## config.mk

```make
export PLATFORM = sky130hd
export DESIGN_NAME = slt_iter_cmp
export DESIGN_NICKNAME = d
export VERILOG_FILES = /design/src/rtl/slt_iter_cmp.sv
export SDC_FILE = /design/constraint.sdc
export NUM_CORES = 1
export LEC_CHECK = 0
export CORE_UTILIZATION = 45
export DETAILED_ROUTE_END_ITERATION = 8
export PLACE_DENSITY = 0.72
export SLEW_MARGIN = 20
export SYNTH_ARGS = -nofsm -noshare
export SYNTH_HDL_FRONTEND = slang
export SYNTH_SLANG_ARGS = --single-unit
```

## constraint.sdc

```tcl
create_clock -name clk -period 17.1 [get_ports clk]
set_input_delay 3.42 -clock clk [delete_from_list [all_inputs] [get_ports clk]]
set_output_delay 3.42 -clock clk [all_outputs]
set_load 0.01 [all_outputs]
```

## src/rtl/slt_iter_cmp.sv

```systemverilog
// Multi-cycle set-less-than unit: subtracts A - B one CHUNK per cycle (LSB first)
// with a registered borrow chain, then reports overflow-correct lt, eq and diff.
module slt_iter_cmp #(
  parameter int unsigned WIDTH = 64,
  parameter int unsigned CHUNK = 16
) (
  input  logic             clk,
  input  logic             rst,
  input  logic             in_valid,
  output logic             in_ready,
  input  logic [WIDTH-1:0] A,
  input  logic [WIDTH-1:0] B,
  input  logic             is_signed,
  output logic             out_valid,
  input  logic             out_ready,
  output logic             lt,
  output logic             eq,
  output logic [WIDTH-1:0] diff
);

  localparam int unsigned NCHUNK = WIDTH / CHUNK;
  localparam int unsigned IDX_W  = (NCHUNK > 1) ? $clog2(NCHUNK) : 1;
  localparam int unsigned SUM_W  = CHUNK + 1;

  typedef enum logic [1:0] {S_IDLE, S_RUN, S_DONE} state_e;

  state_e             state_q, state_d;
  logic [WIDTH-1:0]   a_q, a_d, b_q, b_d, diff_q, diff_d;
  logic               sgn_q, sgn_d, carry_q, carry_d, zero_q, zero_d;
  logic               lt_q, lt_d, eq_q, eq_d;
  logic [IDX_W-1:0]   idx_q, idx_d;
  logic [SUM_W-1:0]   sum_c;
  logic               last_c, accept_c, v_ovf_c;

  assign accept_c = in_valid & in_ready;
  assign last_c   = (idx_q == IDX_W'(NCHUNK - 1));
  assign sum_c    = {1'b0, a_q[idx_q*CHUNK +: CHUNK]} + {1'b0, ~b_q[idx_q*CHUNK +: CHUNK]}
                  + SUM_W'(carry_q);
  // Signed overflow: operand signs differ and the result sign differs from A.
  assign v_ovf_c  = (a_q[WIDTH-1] != b_q[WIDTH-1]) & (sum_c[CHUNK-1] != a_q[WIDTH-1]);

  always_ff @(posedge clk or posedge rst) begin
    if (rst) state_q <= S_IDLE;
    else     state_q <= state_d;
  end

  always_comb begin
    state_d = state_q;
    case (state_q)
      S_IDLE:  if (accept_c) state_d = S_RUN;
      S_RUN:   if (last_c) state_d = S_DONE;
      S_DONE:  if (out_ready) state_d = S_IDLE;
      default: state_d = S_IDLE;
    endcase
  end

  always_comb begin
    in_ready  = (state_q == S_IDLE);
    out_valid = (state_q == S_DONE);
  end

  always_comb begin
    a_d     = a_q;
    b_d     = b_q;
    sgn_d   = sgn_q;
    idx_d   = idx_q;
    carry_d = carry_q;
    zero_d  = zero_q;
    diff_d  = diff_q;
    lt_d    = lt_q;
    eq_d    = eq_q;
    if (accept_c) begin
      a_d     = A;
      b_d     = B;
      sgn_d   = is_signed;
      idx_d   = '0;
      carry_d = 1'b1;
      zero_d  = 1'b1;
    end else if (state_q == S_RUN) begin
      diff_d[idx_q*CHUNK +: CHUNK] = sum_c[CHUNK-1:0];
      carry_d = sum_c[SUM_W-1];
      zero_d  = zero_q & (sum_c[CHUNK-1:0] == '0);
      idx_d   = last_c ? '0 : idx_q + IDX_W'(1);
      if (last_c) begin
        lt_d = sgn_q ? (sum_c[CHUNK-1] ^ v_ovf_c) : ~sum_c[SUM_W-1];
        eq_d = zero_d;
      end
    end
  end

  always_ff @(posedge clk or posedge rst) begin
    if (rst) begin
      a_q     <= '0;
      b_q     <= '0;
      sgn_q   <= 1'b0;
      idx_q   <= '0;
      carry_q <= 1'b1;
      zero_q  <= 1'b1;
      diff_q  <= '0;
      lt_q    <= 1'b0;
      eq_q    <= 1'b0;
    end else begin
      a_q     <= a_d;
      b_q     <= b_d;
      sgn_q   <= sgn_d;
      idx_q   <= idx_d;
      carry_q <= carry_d;
      zero_q  <= zero_d;
      diff_q  <= diff_d;
      lt_q    <= lt_d;
      eq_q    <= eq_d;
    end
  end

  assign lt   = lt_q;
  assign eq   = eq_q;
  assign diff = diff_q;

endmodule

```

==> results of run 1 <==
[critical path: cells and delay by family (launching register included)]
kind / cells / cell delay (ns)
simple gates: 1 / 0.44
buf+inv: 1 / 0.66
flops: 1 / 0.41
[power breakdown]
group	switching, mW	internal [mW]	total [mW]	leakage, nW
Sequential	0.123	0.674	0.798	2.57
Combinational	1.02	0.688	1.71	2.93
Clock	0.179	0.296	0.475	0.349
Total	1.32	1.66	2.98	5.85
[sequential cells by signal, summed over array words and instances, names as in the netlist]
| signal | cells |
|---|---|
| lt | 1 |
| idx_q | 2 |
| diff | 64 |
| state_q | 2 |
| sgn_q | 1 |
| eq | 1 |
| carry_q | 1 |
| b_q | 64 |
| zero_q | 1 |
| a_q | 64 |
[layer usage]
| metal | vias to the layer above | part of all wire, % |
|---|---|---|
| li1 | 3549 | - |
| met1 | 3557 | 45 |
| met2 | 275 | 47 |
| met3 | 32 | 5.6 |
| met4 | 0 | 2.4 |
| met5 | - | 0 |
[path summary, 6_finish.rpt]
path / from / end / slack (ns)
max in group asynchronous: rst / idx_q[0]$_DFFE_PP0P_ / 12.02
worst min register to register: b_q[54]$_DFFE_PP0P_ / b_q[54]$_DFFE_PP0P_ / 0.47
min in group asynchronous: rst / diff[53]$_DFFE_PP0P_ / 3.55
worst min-delay path: b_q[54]$_DFFE_PP0P_ / b_q[54]$_DFFE_PP0P_ / 0.47
worst max register to register: idx_q[0]$_DFFE_PP0P_ / eq$_DFFE_PP0P_ / 12.60
worst max-delay path: state_q[1]$_DFFE_PP0P_ / in_ready / 11.69
[synth_stat cells (all sizes together) (4+ instances only)]
cell type    n
dfrtp      199
nor2b        4
a21o         8
inv         22
nor2        12
nand4        4
nand2      424
o21ai       31
xnor2        5
a21oi       16
and2         7
nand2b       5
or3          5
nand3        8
o21a         4
a22o        44
nor3         7
clkbuf      41
buf          9
xor2         5
mux4        32
ha          21
[final cells by class]
class                           count  area share, %
Clock buffer                       31           5.08
Timing Repair Buffer              209           16.9
Inverter                           22          0.735
Clock inverter                      4          0.796
Sequential cell                   201           41.1
Multi-Input combinational cell    679           32.7
Tap cell                          270           2.76
[layout by cell type, fill, tap and decap left out, drive strengths merged, types with 3 or more instances in the layout]
cell / count
o21a: 4
nand4: 4
and3: 3
clkdlybuf4s50: 200
nand3: 8
a21o: 8
mux4: 32
dfrtp: 199
clkbuf: 31
nor2b: 4
o31ai: 3
inv: 22
nor3: 7
a22o: 44
nand2b: 5
nor2: 12
and2: 7
a211oi: 3
bufinv: 3
or3: 5
buf: 9
o21ai: 31
xnor2: 5
nand2: 424
a21oi: 16
xor2: 5
ha: 21
[cell families (layout without fill, tap and decap cells)]
logic type	Yosys count	in the layout	share of synthesized area [%]
AND/OR/NAND/NOR	491	491	21.4
flip-flops	201	201	54.1
AO/OA/AOI/OAI	121	121	9.44
buffers and inverters	72	266	3.00
multiplexers	34	34	7.96
adder cells (fa/ha/maj)	23	23	3.25
XOR/XNOR	10	10	0.941
==> impl_metrics.env, run 1 <==
export IMPL_outcome="completed"
export IMPL_start_util_pct=46.0
export IMPL_ctsRootBufferMaster="clkbuf_16"
export IMPL_startpoint_type="flip-flop"
export IMPL_antenna_found_initial=0
export IMPL_grt_max_degree=132
export IMPL_rsz0062_at_grt="false"
export IMPL_htree_num_levels=1
export IMPL_hpwl_mm=16.9
export IMPL_final_area_mm2=0.0123
export IMPL_finalHoldViolCount=0
export IMPL_max_freq_mhz=185
export IMPL_gp_congestion=0.840
export IMPL_grt_pass1_vias=7224
export IMPL_vias=7413
export IMPL_ys_types=52
export IMPL_setup_ws_ns=11.69
export IMPL_antenna_cells=0
export IMPL_synth_flop_cell="dfrtp_1"
export IMPL_core_mm2=0.0202
export IMPL_ctsHoldBuffers=0
export IMPL_detail_route_antenna_nets=0
export IMPL_use_met2_pct=36.7
export IMPL_place_ws_ns=11.43
export IMPL_holdWs_ns=0.467
export IMPL_r2r_cells=13
export IMPL_setup_violations_final=0
export IMPL_clockBufferDepth=3
export IMPL_die_w_um=146
export IMPL_dr_first_iter_drc_count=496
export IMPL_area_growth_syn_to_layout_pct=31.7
export IMPL_dieArea_mm2=0.0213
export IMPL_slew_headroom_pct=32.5
export IMPL_dp_cells=1381
export IMPL_path_max_fanout=4
export IMPL_cts_buffers=21
export IMPL_async_flop_share_pct=100
export IMPL_final_cells=1416
export IMPL_wirelength_mm=24.0
export IMPL_final_util_pct=60.6
export IMPL_hp_class="reg -> reg"
export IMPL_grtUsageTotal_pct=23.2
export IMPL_avgSynthCellArea_um2=9.78
export IMPL_holdPathStages=2
export IMPL_clock_latency_ns=0.50
export IMPL_yosysWarnings=0
export IMPL_ys_top_cells_by_area="dfrtp_1 (53%), nand2_1 (17%), mux4_2 (7.7%)"
export IMPL_dpl_cell_area_mm2=0.0115
export IMPL_min_period_ns=5.41
export IMPL_grt_overflow=0
export IMPL_syn_num_nets=1108
export IMPL_max_vdd_ir_drop_mv=0.164
export IMPL_firstDrtPassIters=4
export IMPL_cts_repair_resized=0
export IMPL_fp_dieH_um=146
export IMPL_powerDensity_mw_per_mm2=243
export IMPL_core_rowCount=52
export IMPL_remaining_drc_errors=0
export IMPL_cts_num_sinks=201
export IMPL_fin_skew_ns=0.0152
export IMPL_leakagePower_nw=5.85
export IMPL_clk_pin_slew_ns=0.06
export IMPL_endpoint_kind="output port"
export IMPL_synth_top_area_share_pct=53.5
export IMPL_synth_cells=952
export IMPL_multi_input_area_mm2=0.00401
export IMPL_fill_cells=1659
export IMPL_tns_ns=0
export IMPL_cts_tree="done"
export IMPL_path_cells="nor2_1 > clkdlybuf4s50_1"
export IMPL_cap_violations=0
export IMPL_layout_drive_gt1_share_pct=7.24
export IMPL_min_period_over_period_pct=31.7
export IMPL_regArea_mm2=0.00503
export IMPL_viasPerCell=5.24
export IMPL_ys_ff_latch=201
export IMPL_grt_util_met3_pct=2.88
export IMPL_cp_data_arrival_time_ns=1.99
export IMPL_grt_pass1_wl_mm=38.9
export IMPL_drv_slew=0
export IMPL_critPathKind="reg -> out"
export IMPL_post_cts_setup_buffers=0
export IMPL_max_stage_delay_ns=0.66
export IMPL_yosys_area_top_type="dfrtp_1"
export IMPL_worstPathRequired_ns=13.68
export IMPL_nets=1290
export IMPL_ios=201
export IMPL_grt_met1_usage_pct=33.8
export IMPL_yosysSeqAreaShare_pct=54.1
export IMPL_mappedNetlistArea_mm2=0.00931
export IMPL_synth_edf_count=0
export IMPL_worstMarginPinSlew_ns=1.01
export IMPL_total_power_mw=2.98
export IMPL_io_buffers=200
export IMPL_crit_slowest_cell="clkdlybuf4s50_1"
export IMPL_top_usage_layer="met2"
export IMPL_wl_per_cell_um=17.0
No activity file was read; power rests on OpenSTA's default activity.
==> run 2, diff against run 1 <==
--- a/config.mk
+++ b/config.mk
@@ -7,7 +7,7 @@
 export LEC_CHECK = 0
 export CORE_UTILIZATION = 45
 export DETAILED_ROUTE_END_ITERATION = 8
-export PLACE_DENSITY = 0.72
+export PLACE_DENSITY = 0.75
 export SLEW_MARGIN = 20
 export SYNTH_ARGS = -nofsm -noshare
 export SYNTH_HDL_FRONTEND = slang
==> constraint.sdc (replaced) <==
create_clock -name clk -period 4.6 [get_ports clk]
set_input_delay 0.92 -clock clk [delete_from_list [all_inputs] [get_ports clk]]
set_output_delay 0.92 -clock clk [all_outputs]
set_load 0.01 [all_outputs]
==> run 2 against run 1 <==
Compared with the run above:
- first-iteration DRC count is 2.8% higher
- largest cell class unchanged
- worst setup slack worse by 11 ns
- critical endpoint is now eq$_DFFE_PP0P_
- die area stayed put
- combinational power grew to 3.8 times the previous value
- largest power group unchanged
==> impl_metrics.env, run 2 (synthesis gave the netlist of run 1 again) <==
export IMPL_outcome="completed"
export IMPL_fill_cells=1615
export IMPL_vias=7542
export IMPL_startpoint_type="flip-flop"
export IMPL_ctsRootBufferMaster="clkbuf_16"
export IMPL_grt_overflow=0
export IMPL_viasPerCell=5.29
export IMPL_critPathBufInv=1
export IMPL_io_buffers=200
export IMPL_start_util_pct=46.0
export IMPL_max_vdd_ir_drop_mv=0.581
export IMPL_grt_pass1_vias=7553
export IMPL_wirelength_mm=25.0
export IMPL_cp_data_arrival_time_ns=4.29
export IMPL_min_period_ns=3.92
export IMPL_core_mm2=0.0202
export IMPL_dr_first_iter_drc_count=510
export IMPL_ios=201
export IMPL_grt_max_degree=71
export IMPL_max_freq_mhz=255
export IMPL_ctsHoldBuffers=0
export IMPL_grtUsageTotal_pct=24.2
export IMPL_hp_class="reg -> reg"
export IMPL_dieArea_mm2=0.0213
export IMPL_cap_violations=0
export IMPL_fp_dieH_um=146
export IMPL_worstPathRequired_ns=4.97
export IMPL_fin_skew_ns=0.0121
export IMPL_setup_violations_final=0
export IMPL_slew_headroom_pct=36.7
export IMPL_worstSetupEndpoint="eq$_DFFE_PP0P_"
export IMPL_path_delay_family="compound AO/OA/AOI/OAI gates"
export IMPL_remaining_drc_errors=0
export IMPL_gp_congestion=0.829
export IMPL_crit_slowest_cell="dfrtp_2"
export IMPL_die_w_um=146
export IMPL_core_rowCount=52
export IMPL_worstReg2RegEnd="eq$_DFFE_PP0P_"
export IMPL_cts_num_sinks=201
export IMPL_antenna_found_initial=0
export IMPL_cts_buffers=21
export IMPL_worstReg2RegStart="idx_q[0]$_DFFE_PP0P_"
export IMPL_regArea_mm2=0.00503
export IMPL_path_max_fanout=19
export IMPL_worstMarginPinSlew_ns=0.947
export IMPL_antenna_cells=0
export IMPL_layout_drive_gt1_share_pct=7.69
export IMPL_cts_tree="done"
export IMPL_powerDensity_mw_per_mm2=901
export IMPL_finalHoldViolCount=0
export IMPL_cts_repair_resized=0
export IMPL_min_period_over_period_pct=85.2
export IMPL_hpwl_mm=18.5
export IMPL_crit_start="idx_q[0]$_DFFE_PP0P_"
export IMPL_wl_per_cell_um=17.5
export IMPL_ff2ff_setup_slack_ns=0.68
export IMPL_critPathKind="reg -> reg"
export IMPL_leakagePower_nw=5.86
export IMPL_mostFrequentLayoutCells="nand2_1 (423), clkdlybuf4s50_1 (200), dfrtp_1 (197), a22o_1 (44), mux4_2 (32)"
export IMPL_firstDrtPassIters=5
export IMPL_path_cells="buf_4 > mux4_2 > ha_1 > a21o_1 > a21oi_1 > a211oi_1 > o21a_1 > nor3_1 > nand4bb_1 > o21ai_0"
export IMPL_endpoint_kind="flip-flop"
export IMPL_drv_slew=0
export IMPL_nets=1300
export IMPL_r2r_cells=10
export IMPL_rsz0062_at_grt="false"
export IMPL_detail_route_antenna_nets=0
export IMPL_area_growth_syn_to_layout_pct=31.8
export IMPL_multi_input_area_mm2=0.00401
export IMPL_max_stage_delay_ns=0.72
export IMPL_clock_latency_ns=0.49
export IMPL_final_util_pct=60.6
export IMPL_clk_pin_slew_ns=0.06
export IMPL_cp_depth=10
export IMPL_post_cts_setup_buffers=0
export IMPL_grt_pass1_wl_mm=40.5
export IMPL_layout_commonest_cell="nand2_1"
export IMPL_clockBufferDepth=3
export IMPL_tns_ns=0
export IMPL_htree_num_levels=1
## run 2: final cells by class
class	instances	share of cell area, %
well taps	270	2.75
repair buffers	219	17.7
inverters	22	0.704
clock buffers	32	4.78
multi-input cells	679	32.7
clock inverters	4	0.367
flip-flops and latches	201	41.0
## run 2: how the worst min path moves through the flow
| stage | cells past startpoint | end | startpoint |
|---|---|---|---|
| 3_3_place_gp | 2 | b_q[56]$_DFFE_PP0P_ | b_q[56]$_DFFE_PP0P_ |
| 3_5_place_dp | 2 | b_q[58]$_DFFE_PP0P_ | b_q[58]$_DFFE_PP0P_ |
| 4_1_cts | 2 | b_q[58]$_DFFE_PP0P_ | b_q[58]$_DFFE_PP0P_ |
| 2_1_floorplan | 2 | a_q[21]$_DFFE_PP0P_ | a_q[21]$_DFFE_PP0P_ |
| 5_1_grt | 2 | b_q[56]$_DFFE_PP0P_ | b_q[56]$_DFFE_PP0P_ |
| 6_report | 2 | b_q[58]$_DFFE_PP0P_ | b_q[58]$_DFFE_PP0P_ |
## run 2: power by group
| group | internal (mW) | total [mW] | switching (mW) |
|---|---|---|---|
| logic | 2.63 | 6.43 | 3.80 |
| clock network | 0.931 | 1.59 | 0.659 |
| registers | 2.51 | 3.03 | 0.526 |
| total | 6.07 | 11.1 | 4.98 |
## run 2: through the flow
step / power [mW] / setup WS [ns] / hold WS [ns] / std cells / cell area [um2]
final: 11.1 / 0.680 / 0.474 / 1427 / 12300
after CTS: 11.0 / 0.675 / 0.472 / 1427 / 12300
after global placement: 9.28 / 0.770 / 0.452 / 1391 / 11600
after detailed placement: 9.40 / 0.685 / 0.457 / 1391 / 11600
after global routing: 11.9 / 0.401 / 0.492 / 1427 / 12300
after floorplan: 7.25 / 0.457 / 0.440 / 952 / 9310
## run 2: worst reg2reg max path, delay by kind of cell, from the launching register on
kind	cells	cell delay (ns)
fa+ha+maj	1	0.39
compound gates	5	1.13
simple gates	2	0.71
buf+inv	1	0.30
mux	1	0.55
flops	1	0.72
## run 2: layer usage
layer / up-vias / GRT usage, % / share of wire, %
li1: 3575 / - / -
met4: 0 / 6.16 / 2.1
met5: - / 0 / 0
met3: 32 / 4.76 / 6.4
met1: 3654 / 34.8 / 45
met2: 281 / 37.8 / 46
==> run 3, diff against run 2 <==
--- a/config.mk
+++ b/config.mk
@@ -5,6 +5,7 @@
 export SDC_FILE = /design/constraint.sdc
 export NUM_CORES = 1
 export LEC_CHECK = 0
+export CAP_MARGIN = 10
 export CORE_UTILIZATION = 45
 export DETAILED_ROUTE_END_ITERATION = 8
 export PLACE_DENSITY = 0.75
==> results of run 3 <==
Final layout, timing and power as in run 2 (identical DEF).
